==> src/rtl/mem_arbiter_if.sv <==
// picorv32-style native memory bus: one request channel plus its ready/rdata return.
// The arbiter takes two of these as slave ports and drives one downstream as master.
`timescale 1ns/1ps

interface mem_arbiter_if;
  logic        valid;
  logic        instr;
  logic [3:0]  wstrb;
  logic [31:0] wdata;
  logic [31:0] addr;
  logic        ready;
  logic [31:0] rdata;

  modport master (output valid, instr, wstrb, wdata, addr, input ready, rdata);
  modport slave  (input valid, instr, wstrb, wdata, addr, output ready, rdata);
endinterface

==> src/rtl/mem_arbiter.sv <==
// Two-master round-robin arbiter for the native memory bus, with a per-transaction
// timeout that completes a stalled access with ERR_DATA and a one-cycle bus_error.
`timescale 1ns/1ps

module mem_arbiter #(
  parameter int unsigned TIMEOUT  = 255,
  parameter logic [31:0] ERR_DATA = 32'hDEADBEEF
) (
  input  logic                 clk,
  input  logic                 resetn,
  mem_arbiter_if.slave         m0,
  mem_arbiter_if.slave         m1,
  mem_arbiter_if.master        mem,
  output logic                 bus_error,
  output logic [1:0]           grant
);

  typedef enum logic [1:0] {IDLE, BUSY0, BUSY1} state_t;

  localparam logic [15:0] CNT_LAST = 16'(TIMEOUT - 1);

  state_t      state_q, state_d;
  logic        last_q, last_d;
  logic [15:0] cnt_q, cnt_d;

  logic        busy, expired, done;
  logic        mem_valid_o, mem_instr_o;
  logic [3:0]  mem_wstrb_o;
  logic [31:0] mem_wdata_o, mem_addr_o, done_rdata;

  assign busy       = (state_q != IDLE);
  assign expired    = (cnt_q == CNT_LAST);
  assign done       = busy && (mem.ready || expired);
  // A coinciding mem_ready wins over the timeout: real data, no error.
  assign bus_error  = busy && expired && !mem.ready;
  assign done_rdata = mem.ready ? mem.rdata : ERR_DATA;

  assign grant     = {state_q == BUSY1, state_q == BUSY0};
  assign m0.ready  = done && (state_q == BUSY0);
  assign m1.ready  = done && (state_q == BUSY1);
  assign m0.rdata  = m0.ready ? done_rdata : 32'h0;
  assign m1.rdata  = m1.ready ? done_rdata : 32'h0;

  // NOTE: every variable gets a default at the top of an always_comb so no path
  // leaves it unassigned, which would otherwise infer a latch.
  always_comb begin
    mem_valid_o = 1'b0;
    mem_instr_o = 1'b0;
    mem_wstrb_o = 4'h0;
    mem_wdata_o = 32'h0;
    mem_addr_o  = 32'h0;
    case (state_q)
      BUSY0: begin
        mem_valid_o = 1'b1;
        mem_instr_o = m0.instr;
        mem_wstrb_o = m0.wstrb;
        mem_wdata_o = m0.wdata;
        mem_addr_o  = m0.addr;
      end
      BUSY1: begin
        mem_valid_o = 1'b1;
        mem_instr_o = m1.instr;
        mem_wstrb_o = m1.wstrb;
        mem_wdata_o = m1.wdata;
        mem_addr_o  = m1.addr;
      end
      default: ;
    endcase
  end

  assign mem.valid = mem_valid_o;
  assign mem.instr = mem_instr_o;
  assign mem.wstrb = mem_wstrb_o;
  assign mem.wdata = mem_wdata_o;
  assign mem.addr  = mem_addr_o;

  always_comb begin
    state_d = state_q;
    last_d  = last_q;
    cnt_d   = cnt_q;
    case (state_q)
      IDLE: begin
        cnt_d = 16'h0;
        // On a tie the master that was not served last wins.
        if (m0.valid && m1.valid) state_d = last_q ? BUSY0 : BUSY1;
        else if (m0.valid)        state_d = BUSY0;
        else if (m1.valid)        state_d = BUSY1;
      end
      BUSY0, BUSY1: begin
        if (done) begin
          state_d = IDLE;
          last_d  = (state_q == BUSY1);
          cnt_d   = 16'h0;
        end else begin
          cnt_d = cnt_q + 16'h1;
        end
      end
      default: state_d = IDLE;
    endcase
  end

  // NOTE: sequential state uses non-blocking assignments so every flop samples
  // the pre-edge values regardless of statement order.
  always_ff @(posedge clk or negedge resetn) begin
    if (!resetn) begin
      state_q <= IDLE;
      last_q  <= 1'b1;
      cnt_q   <= 16'h0;
    end else begin
      state_q <= state_d;
      last_q  <= last_d;
      cnt_q   <= cnt_d;
    end
  end

endmodule

==> src/flat_wrapper.sv <==
// flat-port wrapper written by rule: the top's interface ports become plain ports
module mem_arbiter_flat 
#(
  parameter int unsigned TIMEOUT  = 255,
  parameter logic [31:0] ERR_DATA = 32'hDEADBEEF
)
  (clk, resetn, bus_error, grant, m0_valid, m0_instr, m0_wstrb, m0_wdata, m0_addr, m0_ready, m0_rdata, m1_valid, m1_instr, m1_wstrb, m1_wdata, m1_addr, m1_ready, m1_rdata, mem_valid, mem_instr, mem_wstrb, mem_wdata, mem_addr, mem_ready, mem_rdata);
  mem_arbiter_if m0_i ();
  mem_arbiter_if m1_i ();
  mem_arbiter_if mem_i ();
  input  logic clk;
  input  logic resetn;
  output logic bus_error;
  output logic [1:0] grant;
  input wire logic [$bits(m0_i.valid)-1:0] m0_valid;
  input wire logic [$bits(m0_i.instr)-1:0] m0_instr;
  input wire logic [$bits(m0_i.wstrb)-1:0] m0_wstrb;
  input wire logic [$bits(m0_i.wdata)-1:0] m0_wdata;
  input wire logic [$bits(m0_i.addr)-1:0] m0_addr;
  output wire logic [$bits(m0_i.ready)-1:0] m0_ready;
  output wire logic [$bits(m0_i.rdata)-1:0] m0_rdata;
  input wire logic [$bits(m1_i.valid)-1:0] m1_valid;
  input wire logic [$bits(m1_i.instr)-1:0] m1_instr;
  input wire logic [$bits(m1_i.wstrb)-1:0] m1_wstrb;
  input wire logic [$bits(m1_i.wdata)-1:0] m1_wdata;
  input wire logic [$bits(m1_i.addr)-1:0] m1_addr;
  output wire logic [$bits(m1_i.ready)-1:0] m1_ready;
  output wire logic [$bits(m1_i.rdata)-1:0] m1_rdata;
  output wire logic [$bits(mem_i.valid)-1:0] mem_valid;
  output wire logic [$bits(mem_i.instr)-1:0] mem_instr;
  output wire logic [$bits(mem_i.wstrb)-1:0] mem_wstrb;
  output wire logic [$bits(mem_i.wdata)-1:0] mem_wdata;
  output wire logic [$bits(mem_i.addr)-1:0] mem_addr;
  input wire logic [$bits(mem_i.ready)-1:0] mem_ready;
  input wire logic [$bits(mem_i.rdata)-1:0] mem_rdata;
  assign m0_i.valid = m0_valid;
  assign m0_i.instr = m0_instr;
  assign m0_i.wstrb = m0_wstrb;
  assign m0_i.wdata = m0_wdata;
  assign m0_i.addr = m0_addr;
  assign m0_ready = m0_i.ready;
  assign m0_rdata = m0_i.rdata;
  assign m1_i.valid = m1_valid;
  assign m1_i.instr = m1_instr;
  assign m1_i.wstrb = m1_wstrb;
  assign m1_i.wdata = m1_wdata;
  assign m1_i.addr = m1_addr;
  assign m1_ready = m1_i.ready;
  assign m1_rdata = m1_i.rdata;
  assign mem_valid = mem_i.valid;
  assign mem_instr = mem_i.instr;
  assign mem_wstrb = mem_i.wstrb;
  assign mem_wdata = mem_i.wdata;
  assign mem_addr = mem_i.addr;
  assign mem_i.ready = mem_ready;
  assign mem_i.rdata = mem_rdata;
  mem_arbiter #(.TIMEOUT(TIMEOUT), .ERR_DATA(ERR_DATA)) u_core (.clk(clk), .resetn(resetn), .m0(m0_i), .m1(m1_i), .mem(mem_i), .bus_error(bus_error), .grant(grant));
endmodule
==> config.mk <==
export PLATFORM = sky130hd
export DESIGN_NAME = mem_arbiter_flat
export DESIGN_NICKNAME = d
export VERILOG_FILES = /design/src/rtl/mem_arbiter_if.sv /design/src/rtl/mem_arbiter.sv /design/src/flat_wrapper.sv
export SDC_FILE = /design/constraint.sdc
export NUM_CORES = 1
export LEC_CHECK = 0
export BUFFER_PORTS_ARGS = -buffer_cell sky130_fd_sc_hd__buf_2
export CAP_MARGIN = 20
export CORE_AREA = 2 2 123 125
export DETAILED_ROUTE_END_ITERATION = 10
export DIE_AREA = 0 0 125 127
export SLEW_MARGIN = 20
export SYNTH_ARGS = -nofsm -noshare
export SYNTH_HDL_FRONTEND = slang
export SYNTH_SLANG_ARGS = --single-unit
==> constraint.sdc <==
create_clock -name clk -period 4.8 [get_ports clk]
set_clock_uncertainty 0.15 [all_clocks]
set_input_delay 0.48 -clock clk [delete_from_list [all_inputs] [get_ports clk]]
set_output_delay 0.48 -clock clk [all_outputs]
set_load 0.02 [all_outputs]
Yosys cells after proc, flatten, opt, wreduce, memory -nomap -nowiden:

Index checks and enable logic that the tools add are counted.

* flip-flop bits (word level): 19
* input bits: 175
* output and inout port bits: 139
* word-level logic and storage cells: 39

* add/subtract/negate cells: 1
* eq/ne operators: 5
* mux-type cells: 16
* reductions and logical operators: 14

Operators by type and width (count)
* $pmux W32 S2: 2
* $mux W32: 3
* $pmux W16 S2: 1
* $add A16 B1 Y16 const B: 1
* $eq A16 B8 Y1 const B: 1
* $mux W16: 1
* $mux W2: 5
* $pmux W4 S2: 1
* $logic_and A1 B1 Y1: 6
* $ne A4 B3 Y1 const B: 1
* $pmux W2 S2: 1
* $reduce_and A2 Y1: 2
* $reduce_bool A2 Y1: 2
* $eq A2 B1 Y1 const B: 1
* $eq A2 B2 Y1 const B: 1
* $logic_not A2 Y1: 1
* $ne A2 B1 Y1 const B: 1
* $pmux W1 S2: 1
* $reduce_or A2 Y1: 1
* $logic_not A1 Y1: 1
* $logic_or A1 B1 Y1: 1
* $mux W1: 1

Longest topological paths before layout:

* word-level depth: 5
* gate-level depth with buffers: 8
* depth with buffers taken out: 7

Worst setup path before layout:

OpenSTA, ideal clock, no wires.

* path kind: flip-flop to output port
* from: register u_core.cnt_q[0]
* to: output m1_rdata[12]
* arrival time: 1.964 ns
* required time: 4.170 ns
* slack: 2.206 ns
* stages on the path, launching flop included: 9
* buffers on the path: 1
* cells stage by stage: dfrtp_1 -> inv_1 -> ha_1 -> or4b_4 -> nor3_2 -> a21o_4 -> nand3_4 -> buf_6 -> nor2_1

* cells in the longest elaborated chain, start to end: 5

Ends and longest elaborated chain
* from (decl): line mem_arbiter.sv:24 `logic [15:0] cnt_q, cnt_d;`
* from (signal assigned): line mem_arbiter.sv:112 `cnt_q <= cnt_d;`
* $eq A16 B8 Y1: line mem_arbiter.sv:32 `assign expired = (cnt_q == CNT_LAST);`
* $logic_or A1 B1 Y1: line mem_arbiter.sv:33 `assign done = busy && (mem.ready || expired);`
* $logic_and A1 B1 Y1: line mem_arbiter.sv:33
* $logic_and A1 B1 Y1: line mem_arbiter.sv:40 `assign m1.ready = done && (state_q == BUSY1);`
* $mux W32: line mem_arbiter.sv:42 `assign m1.rdata = m1.ready ? done_rdata : 32'h0;`
* to (decl): line flat_wrapper.sv:28 `output wire logic [$bits(m1_i.rdata)-1:0] m1_rdata;`

No other way between the ends.

Worst setup path after layout:

* from: register u_core.cnt_q[0]
* to: output m1_rdata[15]

The elaborated chain is that of the path after synthesis.

==> metrics <==
run status=completed; Mapped Area=2620 sq um; largest area contributor in the synthesized netlist=sky130_fd_sc_hd__a22oi_1; share of layout cells above drive strength 1=51.0%; number of distinct standard cells referenced by the synthesized netlist=45; worst relative slew slack=36.7%; global-route usage over all layers=14.9%; endpoint class of the critical path=output port; worst reg2reg path depth=7; min-delay worst type=input port to async pin; antenna violations before repair=1; area overhead of the layout relative to synthesis=66.2%; post-synth top area share=19.8%; top-level I/O count=314; floorplan die height=127 um; ranking of synthesized cells by area=sky130_fd_sc_hd__a22oi_1, sky130_fd_sc_hd__nor2_1, sky130_fd_sc_hd__dfrtp_1, sky130_fd_sc_hd__nor2b_1, sky130_fd_sc_hd__clkbuf_1; critical path type=flop to output port; first-pass GRT wire length=19,300 um; detailed-route vias per instance=4.46; Power per Cell Area=428 nW/um^2; synthesis warning total=0; sequential cell area fraction in the yosys report=18.2%; Synth Area per Inst=6.62 sq um; largest net degree at the start of global routing=47; DR WL/cell=15.2 um; master cell of the clock root buffer=sky130_fd_sc_hd__clkbuf_16; final number of setup-violating endpoints=0; starting density of the core=18.1%; final critical-path required period=3.21 ns; largest fanout of any net on the critical path=33; required time of the critical path=4.17 ns; kind of launch point of the worst setup path=flop; DIE WIDTH=125 um; Resized cells post-CTS=0; clock slew at reported path FFs=0.06 ns; clock tree from TritonCTS=built; number of rows in the core area=44; Cell Count, Final, Fillers Out=865; area of the core region=14,400 sq um; area enclosed by the die boundary=15,900 sq um; clock buffer count from CTS=3; leading cell type by number of instances after synthesis=sky130_fd_sc_hd__nor2_1; cell total after placement=860; number of buffers inserted by hold repair at cts=0; fin util=30.1%; Synth Instances=395; count of clock tree sinks=19; summed negative setup slack over all endpoints=0 ns; post-layout net count=862; clock latency at the later pin of the worst-skew pair=0.25 ns; post-synthesis register bit count=19; syn_nets=576; total gr overflow=0; detailed placement HPWL=10,700 um; RD Place Congestion=0.751; arrival time of data at the critical path endpoint=2.58 ns; clock buffer depth=2; final critical-path share of the clock period=67.0%; vias=3,854; drc violations=0; count of flip-flops with a built-in enable after synthesis=0; max-cap check violation count=0; Leak=0.00249 uW; Max Clock Freq=311 MHz; IO buf count=313; H-tree level count=1; most instantiated cells after synthesis=sky130_fd_sc_hd__nor2_1, sky130_fd_sc_hd__a22oi_1, sky130_fd_sc_hd__nor2b_1, sky130_fd_sc_hd__clkbuf_1, sky130_fd_sc_hd__nand2_1; hold slack=0.0203 ns; # fillers=1,617; worst voltage drop across the vdd grid=0.144 mV; slew at the pin with the worst max-slew slack=0.950 ns; Design Power=1860 uW; final-report hold violation count=0; total iterations of the first detailed-routing run=5; violation count after the first detailed-route iteration=232; vias in the first global route=3,552; post-CTS setup buffer count=0; ys flop type=sky130_fd_sc_hd__dfrtp_1; number of routed nets with antenna violations=0; number of max-slew violations in the final report=0; RSZ-0062 raised after global routing=no; share of flip-flops with an asynchronous set or reset=100%; final WL=13,200 um
-- power by group --
part           internal (uW)  switching (uW)
clock network            113            60.8
registers                183            21.9
logic                    474            1010
-- sequential cells by signal, summed over array words and instances, names as in the netlist --
register and count:
u_core.cnt_q 16, u_core.state_q 2, u_core.last_q 1
-- metrics by stage --
step / instance area (sq um) / worst slack (ns)
2_1_floorplan: 2620 / 2.21
3_3_place_gp: 4260 / 1.90
3_5_place_dp: 4260 / 1.80
4_1_cts: 4340 / 1.54
5_1_grt: 4340 / 1.31
6_report: 4350 / 1.59
-- final timing paths --
path | start | endpoint | slack (ns)
min reg2reg | u_core.cnt_q[3] | u_core.cnt_q[3] | 0.38
min | resetn | u_core.cnt_q[15] | 0.02
max | u_core.cnt_q[0] | m1_rdata[15] | 1.59
max reg2reg | u_core.state_q[0] | u_core.cnt_q[5] | 2.26
max in group asynchronous | resetn | u_core.last_q | 4.14
min in group clk | u_core.cnt_q[3] | u_core.cnt_q[3] | 0.38
-- final cells by class --
cell class / count / area [sq um] / share of cell area (%)
timing repair buffer: 317 / 1600 / 36.7
tap: 184 / 230 / 5.30
sequential: 19 / 477 / 11.0
inverter: 8 / 30.0 / 0.691
clock buffer: 4 / 78.8 / 1.81
antenna: 1 / 2.50 / 0.0576
multi-input combinational: 332 / 1930 / 44.4
-- critical path: stages, from the launching register on --
cell,delay (ns)
sky130_fd_sc_hd__dfrtp_1,0.43
sky130_fd_sc_hd__inv_1,0.08
sky130_fd_sc_hd__ha_1,0.14
sky130_fd_sc_hd__or4b_4,0.49
sky130_fd_sc_hd__nor3_2,0.22
sky130_fd_sc_hd__a21o_4,0.19
sky130_fd_sc_hd__nand3_4,0.34
sky130_fd_sc_hd__nor2_1,0.24
sky130_fd_sc_hd__buf_2,0.19
-- cell usage in the layout, fill, tap and decap left out, types with 3 or more instances in the layout --
cell and instances:
sky130_fd_sc_hd__nand2_1 19, sky130_fd_sc_hd__nor2_1 134, sky130_fd_sc_hd__nor2_2 12, sky130_fd_sc_hd__a21oi_1 3
sky130_fd_sc_hd__nand3_1 8, sky130_fd_sc_hd__ha_1 4, sky130_fd_sc_hd__nand2b_1 3, sky130_fd_sc_hd__xor2_1 4
sky130_fd_sc_hd__nor3_1 3, sky130_fd_sc_hd__inv_1 7, sky130_fd_sc_hd__nor2b_1 27, sky130_fd_sc_hd__clkbuf_16 3
sky130_fd_sc_hd__a21o_1 7, sky130_fd_sc_hd__buf_4 4, sky130_fd_sc_hd__buf_2 313, sky130_fd_sc_hd__a22oi_1 69
sky130_fd_sc_hd__nor4_1 3, sky130_fd_sc_hd__o21ai_0 5, sky130_fd_sc_hd__a22o_1 3, sky130_fd_sc_hd__dfrtp_1 18
-- cells by family after synthesis --
| family | count (synthesis) | share of synthesized area [%] |
|---|---|---|
| buf+inv | 44 | 8.13 |
| xor+xnor | 6 | 2.01 |
| mux | 3 | 1.24 |
| compound gates | 95 | 27.3 |
| simple gates | 222 | 40.2 |
| flops | 19 | 18.2 |
| fa+ha+maj | 6 | 2.87 |
-- routing by layer --
layer  track usage [%]  part of all wire, %
met5                 0                    0
met4              1.83                 0.59
met3              4.61                   11
met2              24.9                   47
met1              19.7                   42
Note: power is estimated with default switching activity, not from simulation.
